### config.mk
export PLATFORM = sky130hd
export DESIGN_NAME = byte_serial_add_arb_flat
export DESIGN_NICKNAME = d
export VERILOG_FILES = /design/src/rtl/byte_serial_add_arb_pkg.sv /design/src/rtl/byte_serial_add_arb_if.sv /design/src/rtl/byte_serial_add_arb_csa_8c.sv /design/src/rtl/byte_serial_add_arb.sv /design/src/flat_wrapper.sv
export SDC_FILE = /design/constraint.sdc
export NUM_CORES = 1
export LEC_CHECK = 0
export CAP_MARGIN = 5
export CORE_MARGIN = 3
export CORE_UTILIZATION = 49
export DETAILED_ROUTE_END_ITERATION = 7
export HOLD_SLACK_MARGIN = 0.15
export PLACE_DENSITY = 0.84
export REMOVE_ABC_BUFFERS = 1
export SYNTH_ARGS = -nofsm -noshare
export SYNTH_HDL_FRONTEND = slang
export SYNTH_SLANG_ARGS = --single-unit
### constraint.sdc
create_clock -name clk -period 6.67 [get_ports clk]
set_clock_uncertainty 0.15 [all_clocks]
set_input_delay 2.001 -clock clk [delete_from_list [all_inputs] [get_ports clk]]
set_output_delay 2.001 -clock clk [all_outputs]
set_load 0.01 [all_outputs]
### src/rtl/byte_serial_add_arb_pkg.sv
`default_nettype none
// ============================================================================
// Package     : byte_serial_pkg
// Description : Shared types and helpers for the byte-serial adder arbiter.
//               Holds the controller state encoding, the adder slice width,
//               and helpers for the byte count and the byte-index width.
// Revision    : 1.0 - initial release
// ============================================================================
package byte_serial_pkg;

    typedef enum logic [1:0] {
        IDLE = 2'd0,
        RUN  = 2'd1,
        DONE = 2'd2
    } state_t;

    localparam int SLICE_W = 8;

    // Number of adder-slice passes needed for a given operand width.
    function automatic int nb(input int width);
        return width / SLICE_W;
    endfunction

    // Byte index width; kept at least one bit so a 1-byte build still has
    // a legal index register.
    function automatic int idx_w(input int n);
        return (n > 1) ? $clog2(n) : 1;
    endfunction

endpackage
`default_nettype wire

### src/rtl/byte_serial_add_arb_if.sv
`default_nettype none
// ============================================================================
// Interface   : byte_serial_add_arb_if
// Description : Request and response bundle for byte_serial_add_arb.
//               master - requesters and response consumer side
//               slave  - arbiter side
//   req_valid[1:0]  per-requester request valid
//   req_ready[1:0]  per-requester accept strobe
//   req_a0/b0       requester 0 operands
//   req_a1/b1       requester 1 operands
//   rsp_valid/ready result handshake
//   rsp_id          owner of the result
//   rsp_sum         (a + b) mod 2^WIDTH
//   rsp_carry       carry out of bit WIDTH-1
// Revision    : 1.0 - initial release
// ============================================================================
interface byte_serial_add_arb_if #(
    parameter int WIDTH = 32
);
    logic [1:0]       req_valid;
    logic [1:0]       req_ready;
    logic [WIDTH-1:0] req_a0;
    logic [WIDTH-1:0] req_b0;
    logic [WIDTH-1:0] req_a1;
    logic [WIDTH-1:0] req_b1;
    logic             rsp_valid;
    logic             rsp_ready;
    logic             rsp_id;
    logic [WIDTH-1:0] rsp_sum;
    logic             rsp_carry;

    modport master (
        output req_valid, req_a0, req_b0, req_a1, req_b1, rsp_ready,
        input  req_ready, rsp_valid, rsp_id, rsp_sum, rsp_carry
    );

    modport slave (
        input  req_valid, req_a0, req_b0, req_a1, req_b1, rsp_ready,
        output req_ready, rsp_valid, rsp_id, rsp_sum, rsp_carry
    );
endinterface
`default_nettype wire

### src/rtl/byte_serial_add_arb_csa_8c.sv
`default_nettype none
// ============================================================================
// Module      : csa_8c
// Description : 8-bit carry-select adder slice with carry-in and carry-out.
//               The low nibble ripples with i_cin; the high nibble is
//               precomputed for both carry values and picked by the
//               low-nibble carry.
//   i_a, i_b   8-bit addends
//   i_cin      carry in
//   o_sum      8-bit sum
//   o_cout     carry out of bit 7
// Revision    : 1.0 - initial release
// ============================================================================
module csa_8c
    import byte_serial_pkg::*;
(
    input  wire logic [SLICE_W-1:0] i_a,
    input  wire logic [SLICE_W-1:0] i_b,
    input  wire logic               i_cin,
    output logic      [SLICE_W-1:0] o_sum,
    output logic                    o_cout
);
    logic [4:0] w_lo;
    logic [4:0] w_hi0;
    logic [4:0] w_hi1;
    logic [4:0] w_hi;

    assign w_lo   = {1'b0, i_a[3:0]} + {1'b0, i_b[3:0]} + {4'b0000, i_cin};
    assign w_hi0  = {1'b0, i_a[7:4]} + {1'b0, i_b[7:4]};
    assign w_hi1  = {1'b0, i_a[7:4]} + {1'b0, i_b[7:4]} + 5'd1;
    assign w_hi   = w_lo[4] ? w_hi1 : w_hi0;

    assign o_sum  = {w_hi[3:0], w_lo[3:0]};
    assign o_cout = w_hi[4];
endmodule
`default_nettype wire

### src/rtl/byte_serial_add_arb.sv
`default_nettype none
// ============================================================================
// Module      : byte_serial_add_arb
// Description : Two-requester round-robin arbiter that time-shares one 8-bit
//               carry-select slice to add WIDTH-bit operands byte-serially,
//               least significant byte first, then returns the result on a
//               valid/ready port tagged with the requester index.
//   clk    clock, rising edge
//   rst_n  asynchronous active-low reset
//   bus    byte_serial_add_arb_if.slave (requests in, response out)
// Revision    : 1.0 - initial release
// ============================================================================
module byte_serial_add_arb
    import byte_serial_pkg::*;
#(
    parameter int WIDTH = 32
) (
    input  wire logic clk,
    input  wire logic rst_n,
    byte_serial_add_arb_if.slave bus
);
    localparam int NB = nb(WIDTH);
    localparam int KW = idx_w(NB);

    state_t             r_state;
    logic [WIDTH-1:0]   r_a;
    logic [WIDTH-1:0]   r_b;
    logic [WIDTH-1:0]   r_sum;
    logic [KW-1:0]      r_k;
    logic               r_c;
    logic               r_prio;
    logic               r_rsp_valid;
    logic               r_id;

    logic               w_grant;
    logic [1:0]         w_grant_vec;
    logic [SLICE_W-1:0] w_a_byte [NB];
    logic [SLICE_W-1:0] w_b_byte [NB];
    logic [SLICE_W-1:0] w_slice_sum;
    logic               w_slice_cout;

    // A lone requester wins outright; on contention the pointer decides.
    assign w_grant     = (bus.req_valid == 2'b11) ? r_prio : bus.req_valid[1];
    assign w_grant_vec = (bus.req_valid == 2'b00) ? 2'b00 :
                         (w_grant ? 2'b10 : 2'b01);

    // rst_n gates the strobe so nothing is accepted while reset is held.
    assign bus.req_ready = (rst_n && (r_state == IDLE)) ? w_grant_vec : 2'b00;

    for (genvar j = 0; j < NB; j++) begin : g_bytes
        assign w_a_byte[j] = r_a[j*SLICE_W +: SLICE_W];
        assign w_b_byte[j] = r_b[j*SLICE_W +: SLICE_W];
    end

    csa_8c u_slice (
        .i_a    (w_a_byte[r_k]),
        .i_b    (w_b_byte[r_k]),
        .i_cin  (r_c),
        .o_sum  (w_slice_sum),
        .o_cout (w_slice_cout)
    );

    always_ff @(posedge clk or negedge rst_n) begin
        if (!rst_n) begin
            r_state     <= IDLE;
            r_a         <= '0;
            r_b         <= '0;
            r_sum       <= '0;
            r_k         <= '0;
            r_c         <= 1'b0;
            r_prio      <= 1'b0;
            r_rsp_valid <= 1'b0;
            r_id        <= 1'b0;
        end else begin
            case (r_state)
                IDLE: begin
                    if (bus.req_valid != 2'b00) begin
                        r_a     <= w_grant ? bus.req_a1 : bus.req_a0;
                        r_b     <= w_grant ? bus.req_b1 : bus.req_b0;
                        r_id    <= w_grant;
                        r_prio  <= ~w_grant;
                        r_k     <= '0;
                        r_c     <= 1'b0;
                        r_state <= RUN;
                    end
                end
                RUN: begin
                    for (int j = 0; j < NB; j++) begin
                        if (r_k == KW'(j)) begin
                            r_sum[j*SLICE_W +: SLICE_W] <= w_slice_sum;
                        end
                    end
                    r_c <= w_slice_cout;
                    if (r_k == KW'(NB - 1)) begin
                        r_k         <= '0;
                        r_rsp_valid <= 1'b1;
                        r_state     <= DONE;
                    end else begin
                        r_k <= r_k + KW'(1);
                    end
                end
                DONE: begin
                    if (bus.rsp_ready) begin
                        r_rsp_valid <= 1'b0;
                        r_state     <= IDLE;
                    end
                end
                default: begin
                    r_rsp_valid <= 1'b0;
                    r_state     <= IDLE;
                end
            endcase
        end
    end

    assign bus.rsp_valid = r_rsp_valid;
    assign bus.rsp_sum   = r_sum;
    assign bus.rsp_carry = r_c;
    assign bus.rsp_id    = r_id;
endmodule
`default_nettype wire

### src/flat_wrapper.sv
// flat-port wrapper written by rule: the top's interface ports become plain ports
module byte_serial_add_arb_flat import byte_serial_pkg::*;
#(
    parameter int WIDTH = 32
)
  (clk, rst_n, bus_req_valid, bus_req_a0, bus_req_b0, bus_req_a1, bus_req_b1, bus_rsp_ready, bus_req_ready, bus_rsp_valid, bus_rsp_id, bus_rsp_sum, bus_rsp_carry);
  byte_serial_add_arb_if #(.WIDTH(WIDTH)) bus_i ();
  input  wire logic clk;
  input  wire logic rst_n;
  input wire logic [$bits(bus_i.req_valid)-1:0] bus_req_valid;
  input wire logic [$bits(bus_i.req_a0)-1:0] bus_req_a0;
  input wire logic [$bits(bus_i.req_b0)-1:0] bus_req_b0;
  input wire logic [$bits(bus_i.req_a1)-1:0] bus_req_a1;
  input wire logic [$bits(bus_i.req_b1)-1:0] bus_req_b1;
  input wire logic [$bits(bus_i.rsp_ready)-1:0] bus_rsp_ready;
  output wire logic [$bits(bus_i.req_ready)-1:0] bus_req_ready;
  output wire logic [$bits(bus_i.rsp_valid)-1:0] bus_rsp_valid;
  output wire logic [$bits(bus_i.rsp_id)-1:0] bus_rsp_id;
  output wire logic [$bits(bus_i.rsp_sum)-1:0] bus_rsp_sum;
  output wire logic [$bits(bus_i.rsp_carry)-1:0] bus_rsp_carry;
  assign bus_i.req_valid = bus_req_valid;
  assign bus_i.req_a0 = bus_req_a0;
  assign bus_i.req_b0 = bus_req_b0;
  assign bus_i.req_a1 = bus_req_a1;
  assign bus_i.req_b1 = bus_req_b1;
  assign bus_i.rsp_ready = bus_rsp_ready;
  assign bus_req_ready = bus_i.req_ready;
  assign bus_rsp_valid = bus_i.rsp_valid;
  assign bus_rsp_id = bus_i.rsp_id;
  assign bus_rsp_sum = bus_i.rsp_sum;
  assign bus_rsp_carry = bus_i.rsp_carry;
  byte_serial_add_arb #(.WIDTH(WIDTH)) u_core (.clk(clk), .rst_n(rst_n), .bus(bus_i));
endmodule
# Word-level counts from Yosys, hierarchy flattened
# Index checks and enable logic that the tools add are counted.
[op_classes] n_reduce_logical=14 shift=0 bitwise_logic=3 magnitude_cmp=1 mux=25 multipliers=0 n_eq_ne=9 div=0 addsub=5
[ops] cell="32-bit two-way mux" n=2
[ops] cell="8-bit binary-select mux with 2-bit select" n=2
[ops] cell="8-bit two-way mux" n=4
[ops] cell="2-bit two-way mux" n=8
[ops] cell="2-bit AND reduction" n=6
[ops] cell="4-bit by 4-bit adder with 5-bit output" n=2
[ops] cell="2-bit == test (second input constant)" n=4
[ops] cell="2-bit zero test" n=3
[ops] cell="2-bit one-hot mux with 3 select lines" n=1
[ops] cell="3-bit AND reduction" n=2
[ops] cell="5-bit by 1-bit adder with 5-bit output" n=1
[ops] cell="5-bit by 1-bit adder with 5-bit output (second input constant)" n=1
[ops] cell="5-bit two-way mux" n=1
[ops] cell="2-bit by 1-bit == test with 1-bit output (second input constant)" n=2
[ops] cell="1-bit two-way mux" n=4
[ops] cell="2-bit inequality test (second input constant)" n=2
[ops] cell="2-bit one-hot mux with 2 select lines" n=1
[ops] cell="2-bit nonzero test" n=2
[ops] cell="3-bit >= comparator (second input constant)" n=1
[ops] cell="2-bit NOT with 3-bit output" n=1
[ops] cell="1-bit one-hot mux with 3 select lines" n=1
[ops] cell="2-bit by 1-bit adder with 2-bit output (second input constant)" n=1
[ops] cell="2-bit by 1-bit inequality test with 1-bit output (second input constant)" n=1
[ops] cell="1-bit NOT" n=2
[ops] cell="2 further kinds" n=2
[totals] ramBits=0 rom_bits=0 output_inout_bits=37 elab_cells=69 inputBits=133 regBits=104 latch_bits=0 n_memories=0

# Logic depth before layout (Yosys ltp)
# Gate-level depths: netlist of the first run.
[logic_depth] word_depth=8 mapped_depth=12 ltp_nobuf=10

# Modules after synthesis
# A second synthesis of the first run with hierarchy kept.
[hier_totals] cells_unflattened=402 hier_area_um2=5261.3
[modules_own_cells] mod="byte_serial_add_arb" area_per_inst_um2=4870.9 seq_area_each_um2=2602.5 cells_per_inst=351 instances=1
[modules_own_cells] mod="csa_8c" area_per_inst_um2=390.4 seq_area_each_um2=0.0 cells_per_inst=51 instances=1

# Worst setup path before layout of the first run
# OpenSTA, ideal clock, no wires.
[synth_timing] path_kind="input -> output" from="in bus_req_valid[0]" to="out bus_req_ready[0]" path_buffers=2 stages=5 t_arrival_ns=2.677 slack_ns=1.842 required_time_ns=4.519 path_cell_list="nand2_1 > a21oi_1 > buf_6 > buf_6 > and2_1"
[synth_between] elab_chain_len=5 word_cells_on_any_way=6 classes_between="1 x eq/ne; 4 x mux; 1 x reduce/logical"
[synth_lines] element="from (decl)" line="flat_wrapper.sv:10" rtl="input wire logic [$bits(bus_i.req_valid)-1:0] bus_req_valid;"
[synth_lines] element="2-bit == test" line="byte_serial_add_arb.sv:43" rtl="assign w_grant = (bus.req_valid == 2'b11) ? r_prio : bus.req_valid[1];"
[synth_lines] element="1-bit two-way mux" line="byte_serial_add_arb.sv:43"
[synth_lines] element="2-bit two-way mux" line="byte_serial_add_arb.sv:45" rtl="(w_grant ? 2'b10 : 2'b01);"
[synth_lines] element="2-bit two-way mux (*)" line="byte_serial_add_arb.sv:44" rtl="assign w_grant_vec = (bus.req_valid == 2'b00) ? 2'b00 :"
[synth_lines] element="2-bit two-way mux (*)" line="byte_serial_add_arb.sv:48" rtl="assign bus.req_ready = (rst_n && (r_state == IDLE)) ? w_grant_vec : 2'b00;"
[synth_lines] element="to (decl)" line="flat_wrapper.sv:16" rtl="output wire logic [$bits(bus_i.req_ready)-1:0] bus_req_ready;"
# Mark *: on every way between the ends. The rest lies on a longest branch, timed or not.

# Worst setup path after layout of the first run
# Same ends and word-level chain as after synthesis.

==> flow_summary.yaml, run 1 <==
synth:
  synth_top_family_by_area: "compound AO/OA/AOI/OAI gates"
  synth-seq-cells: 104
  synth_fa_ha_area_share_pct: 4.27
  synth_top_area_share_pct: 52.9
  synth_simple_gate_area_share_pct: 5.85
  synth_compound_area_share_pct: 18.4
  postSynthAreaPerCell_sq_um: 11.5
  netlist_area_sq_um: 4920
  synth-warning-count: 0
  synth_xor_area_share_pct: 1.25
  yosys-top-cells-count: "dfrtp_1, inv_1, a222oi_1, nand2_1, o21ai_1"
  synth_cells: 426
  synth_edf_count: 0
  synthTopCellsByArea: "dfrtp_1, a222oi_1, mux4_2, inv_1, o21ai_1"
  yosysMostFrequentCell: "dfrtp_1"
  synth_top_cell_by_area: "dfrtp_1"
  synth_seq_area_share_pct: 52.9
  synth.distinct_cells: 29
  synthMuxAreaShare_pct: 7.32
  synth-main-ff-cell: "dfrtp_1"
  postSynth.asyncResetShare_pct: 100
setup_path:
  critical-path-top-delay-family: "buffers and inverters"
  path_common_cell: "clkdlybuf4s50_1"
  critPathKind: "in2out"
  path_buf_inv: 2
  crit_chain: "clkdlybuf4s50_1, nand2_1, a21oi_4, and2_1, clkdlybuf4s50_1"
  cp-end-kind: "output port"
  path_max_fanout: 3
  slowest_stage: "clkdlybuf4s50_1"
  critical_path_arrival_ns: 3.62
  cp_slowest_stage_delay_ns: 0.57
  crit_required_ns: 4.52
  crit_path_start_kind: "primary input"
run_status:
  violations: "DRC"
  run_status: "complete, but fails checks"
route:
  viasPerCell: 5.74
  drtPass1Iterations: 8
  drc_errors: 15
  avgRoutedWirePerCell_um: 18.1
  drtIter0Drc: 490
  postRouteAntennaNets: 0
  vias: 4108
  totalWireLength_mm: 12.9
min_path:
  hold_path_class: "reg2reg"
run:
  cap_violations: 0
power_and_ir_drop:
  p_clk_share_pct: 12.8
  p_total_mw: 3.48
  pwr-share-seq_pct: 33.2
  internal_power_mw: 2.03
  p_per_area_nw_per_um2: 507
  power.switching_mw: 1.45
  p_leak_nw: 3.25
  vdd_drop_max_mv: 0.223
  p_comb_share_pct: 54.0
  sw_frac_of_total_pct: 41.6
timing:
  final_max_slew_viol_count: 0
  slew_headroom_pct: 36.0
  timing.fmax_mhz: 173
  rsz0062_at_grt: "no"
  worst_pin_slew_ns: 0.961
  fin_crit_ns: 5.78
  setup_ws_ns: 0.894
  hold_violations: 0
  min_period_over_period_pct: 86.6
  finalSetupViolCount: 0
grt:
  grt_pass1_wl_mm: 21.0
  grt_pass1_vias: 4216
  grt-ovfl-total: 0
  antenna_found_initial: 0
  track_usage_pct: 23.5
  grt_max_degree: 66
placed_design:
  place_area_sq_um: 6630
  port_buffers: 169
  gp_congestion: 0.792
  dp_hpwl_mm: 9.65
  place_ws_ns: 0.878
floorplanning:
  fp.dieW_um: 106
  core_sq_um: 9500
  num_rows: 35
  dieArea_sq_um: 11300
  die_y_um: 106
  ios: 170
  start_util_pct: 51.8
clocking:
  ctsHoldBuffers: 0
  clk_latency_ns: 0.36
  cts.sinks: 104
  clk_pin_slew_worst_paths_ns: 0.11
  cts_tree: "built"
  clock-root-buffer: "clkbuf_8"
  htree_levels: 3
  cts_setup_buffers: 0
  clk_path_buf_depth: 2
  numCtsBuffers: 9
  cts_resized: 0
finish:
  num_antenna_cells: 0
  final_cell_area_sq_um: 6860
  post-route-util_pct: 72.2
  area_delta_synth_final_pct: 39.5
  drive_gt1_share_pct: 7.67
  final_nets: 730
==> logic make-up (layout without fill, tap and decap cells) <==
kind of cell / count (synthesis) / count (layout)
simple gates: 64 / 64
buf+inv: 107 / 268
xor+xnor: 7 / 7
mux: 16 / 16
fa+ha+maj: 15 / 15
compound gates: 113 / 113
flops: 104 / 104
==> layout make-up <==
| type | count | area, sq um |
|---|---|---|
| tap | 129 | 161 |
| clock inverter | 7 | 110 |
| inverter | 78 | 293 |
| timing repair buffer | 174 | 1730 |
| clock buffer | 9 | 124 |
| multi-input combinational | 215 | 1850 |
| fill | 683 | 2640 |
| sequential | 104 | 2600 |
==> cells in the final DEF, fill, tap and decap left out, drive strengths merged <==
cell           instances
and4                   1
fa                     3
mux4                  16
and3                   2
o21ai                 35
dfrtp                104
bufinv                 2
nor4b                  1
nand2                 44
buf                    6
and2b                  1
a21oi                  8
ha                    12
clkdlybuf4s50        168
nor2                   6
a21o                   4
a22oi                  1
xnor2                  3
nand2b                 3
and2                   2
clkinvlp               1
a222oi                64
nand3                  4
o31ai                  1
inv                   82
clkbuf                 9
xor2                   4
==> stage by stage <==
step                      hold slack, ns  cells  setup TNS [ns]
after global routing               0.364    716               0
final                              0.347    716               0
after global placement             0.310    700               0
after CTS                          0.349    716               0
after detailed placement           0.326    700               0
after floorplan                    0.304    397          -0.138
==> sequential cells by signal, indices dropped and copies added, names as in the netlist <==
name,cells
u_core.r_prio,1
u_core.r_state,2
u_core.bus.rsp_id,1
u_core.r_k,2
u_core.bus.rsp_valid,1
u_core.bus.rsp_carry,1
u_core.bus.rsp_sum,32
u_core.r_b,32
u_core.r_a,32
==> worst reg2reg max path, delay by kind of cell, from the launching register on <==
kind	cells	cell delay [ns]
AO/OA/AOI/OAI	2	0.42
XOR/XNOR	1	0.37
adder cells (fa/ha/maj)	2	0.89
buffers and inverters	1	0.05
flip-flops	1	0.99
multiplexers	1	0.35
AND/OR/NAND/NOR	2	0.29
==> power groups by stage <==
stage,registers [mW],clock network (mW),logic (mW)
2_1_floorplan,1.15,0,1.20
3_3_place_gp,1.15,0,1.79
3_5_place_dp,1.16,0,1.88
4_1_cts,1.15,0.456,1.88
5_1_grt,1.19,0.481,2.10
6_report,1.16,0.446,1.88
==> layer usage <==
layer  up-vias  track usage (%)  routed length (um)
met4         0             8.88                 308
met1      1983             30.3                5120
met3        23             3.83                 965
met5         -                0                   0
li1       1883                -                   -
met2       219             40.1                6540
==> path summary, 6_finish.rpt <==
path                       cells after the start  slack [ns]                     end                    from
max                                            5        0.89        bus_req_ready[0]        bus_req_valid[0]
min                                            2        0.35  u_core.bus.rsp_sum[22]  u_core.bus.rsp_sum[22]
max reg2reg                                    9        3.04   u_core.bus.rsp_sum[6]           u_core.r_k[1]
min reg2reg                                    2        0.35  u_core.bus.rsp_sum[22]  u_core.bus.rsp_sum[22]
max in group asynchronous                      2        3.74           u_core.r_b[5]                   rst_n
min in group asynchronous                      1        1.45           u_core.r_a[8]                   rst_n
Power figures use the tool's default switching activity.
==> inputs of run 2 (changes only) <==
- CTS_CLUSTER_SIZE: default -> 12
- HOLD_SLACK_MARGIN: 0.15 -> default
==> results of run 2 <==
No change in the layout: final DEF, timing and power equal those of run 1.
==> inputs of run 3 (changes only) <==
- ABC_AREA: default -> 1
- ABC_CLOCK_PERIOD_IN_PS: default -> 6670
- CORE_ASPECT_RATIO: default -> 1.25
- CORE_UTILIZATION: 49 -> 50
- PLACE_DENSITY: 0.84 -> 0.82
==> flow_summary.yaml, run 3 <==
setup_path:
  path_max_fanout: 2
  crit_path_start_kind: "primary input"
  reg2reg_to: "u_core.bus.rsp_sum[22]"
  r2r_start: "u_core.r_k[0]"
  worst-r2r-cell-count: 12
  cp-end-kind: "output port"
  critical_path_arrival_ns: 3.52
  crit_required_ns: 4.52
  cp_slowest_stage_delay_ns: 0.58
  crit_chain: "clkdlybuf4s50_1, inv_2, o211ai_4, nor2_1, clkdlybuf4s50_1"
  critPathKind: "in2out"
  worst-r2r-setup-slack_ns: 3.11
  slowest_stage: "clkdlybuf4s50_1"
  path_common_cell: "clkdlybuf4s50_1"
power_and_ir_drop:
  p_leak_nw: 3.80
  vdd_drop_max_mv: 0.212
  p_total_mw: 3.71
  pwr-share-seq_pct: 30.3
  power.switching_mw: 1.65
  p_comb_share_pct: 56.1
  p_per_area_nw_per_um2: 484
  internal_power_mw: 2.07
  p_clk_share_pct: 13.6
  sw_frac_of_total_pct: 44.3
timing:
  timing.fmax_mhz: 176
  fin_setup_tns_ns: 0
  holdWs_ns: 0.322
  worst_pin_slew_ns: 1.06
  finalSetupViolCount: 0
  hold_violations: 0
  slew_headroom_pct: 29.3
  final_max_slew_viol_count: 0
  min_period_over_period_pct: 85.0
  fin_crit_ns: 5.67
  rsz0062_at_grt: "no"
route:
  drtIter0Drc: 329
  vias: 4970
  viasPerCell: 5.25
  postRouteAntennaNets: 0
  drtPass1Iterations: 5
  totalWireLength_mm: 14.3
  avgRoutedWirePerCell_um: 15.1
  drc_errors: 0
floorplanning:
  core_sq_um: 11100
  dieArea_sq_um: 12700
  start_util_pct: 51.3
  fp.dieW_um: 102
  ios: 170
  die_y_um: 125
  num_rows: 43
synth:
  synthMuxAreaShare_pct: 0
  synth-warning-count: 0
  synth_cells: 654
  netlist_area_sq_um: 5710
  postSynth.asyncResetShare_pct: 100
  synth_top_area_share_pct: 45.6
  synthTopCellsByArea: "dfrtp_1, o221ai_2, nand2_1, inv_1, o21ai_0"
  synth_compound_area_share_pct: 22.6
  synth_xor_area_share_pct: 0.613
  synth_edf_count: 0
  synth.distinct_cells: 28
  synth_top_family_by_area: "compound AO/OA/AOI/OAI gates"
  synth-main-ff-cell: "dfrtp_1"
  yosysMostFrequentCell: "nand2_1"
  synth_simple_gate_area_share_pct: 12.7
  synth_top_cell_by_area: "dfrtp_1"
  synth-seq-cells: 104
  synth_fa_ha_area_share_pct: 3.68
  yosys-top-cells-count: "nand2_1, inv_1, dfrtp_1, o21ai_0, o221ai_2"
  synth_seq_area_share_pct: 45.6
  postSynthAreaPerCell_sq_um: 8.73
run:
  cap_violations: 0
grt:
  antenna_found_initial: 0
  grt_max_degree: 67
  grt_pass1_vias: 4980
  grt_pass1_wl_mm: 23.5
  track_usage_pct: 23.1
  grt-ovfl-total: 0
finish:
  area_delta_synth_final_pct: 34.3
  final_cell_mix: "clkdlybuf4s50_1, nand2_1, inv_1, dfrtp_1, o21ai_0"
  final_cell_area_sq_um: 7670
  final_common_cell: "clkdlybuf4s50_1"
  final_nets: 954
  post-route-util_pct: 68.9
  drive_gt1_share_pct: 9.37
  num_antenna_cells: 0
  nFillCells: 853
min_path:
  hold_path_class: "reg2reg"
  hold_depth: 2
  worstHoldEndpoint: "u_core.bus.rsp_id"
  worstHoldStart: "u_core.bus.rsp_id"
placed_design:
  place_area_sq_um: 7390
  dp_hpwl_mm: 10.3
  port_buffers: 169
  gp_congestion: 0.782
clocking:
  htree_levels: 3
  cts_resized: 0
  clock-root-buffer: "clkbuf_16"
  numCtsBuffers: 9
  ctsHoldBuffers: 0
  clk_pin_slew_worst_paths_ns: 0.07
  cts.sinks: 104
  cts_setup_buffers: 0
  clk_latency_ns: 0.35
  clk_path_buf_depth: 2
  cts_tree: "built"
run_status:
  run_status: "finished clean"
[run 3: logic make-up after synthesis]
logic type,count (synthesis)
fa+ha+maj,15
buf+inv,194
xor+xnor,4
compound gates,147
flops,104
simple gates,190
[run 3: layer usage]
metal  global-route usage (%)  vias to the layer above  share of wire, %  wire [um]
met1                     30.4                     2378                41       5840
met4                     8.61                        0               2.3        322
met3                     3.35                       19               5.3        761
li1                         -                     2413                 -          -
met2                     38.3                      160                52       7370
met5                        0                        -                 0          0
[run 3: worst max-delay path: cells and delay by family]
kind | cells | cell delay (ns)
AOI/OAI and AO/OA | 1 | 0.10
and+or+nand+nor | 1 | 0.21
buffers and inverters | 3 | 1.20
[run 3: power by group through the flow]
stage | clock [mW] | sequential [mW] | combinational (mW)
final | 0.506 | 1.12 | 2.08
after global routing | 0.532 | 1.16 | 2.36
after CTS | 0.511 | 1.12 | 2.09
after detailed placement | 0 | 1.13 | 2.08
after global placement | 0 | 1.12 | 2.00
after floorplan | 0 | 1.15 | 1.33
[run 3: cell type report]
cell class                      count  area, sq um  share of cell area, %
Clock buffer                        9          225                   2.94
Tap cell                          135          169                   2.20
Clock inverter                      7         60.1                  0.783
Timing Repair Buffer              175         1730                   22.6
Multi-Input combinational cell    356         2280                   29.7
Sequential cell                   104         2600                   33.9
Inverter                          160          601                   7.83
[run 3: worst max-delay path by stage]
stage / startpoint / endpoint / slack, ns / cells after the start
after floorplan: bus_req_valid[0] / bus_req_ready[1] / 0.27 / 3
after CTS: bus_req_valid[0] / bus_req_ready[1] / 0.99 / 5
final: bus_req_valid[0] / bus_req_ready[1] / 1.0 / 5
after global routing: bus_req_valid[0] / bus_req_ready[1] / 0.96 / 5
after detailed placement: bus_req_valid[0] / bus_req_ready[1] / 1.00 / 5
after global placement: bus_req_valid[1] / bus_req_ready[0] / 1.04 / 5
[run 3: through the flow]
step	setup WS [ns]	instances
final	1.00	946
after global routing	0.964	946
after CTS	0.987	946
after detailed placement	1.00	930
after global placement	1.04	930
after floorplan	0.270	620
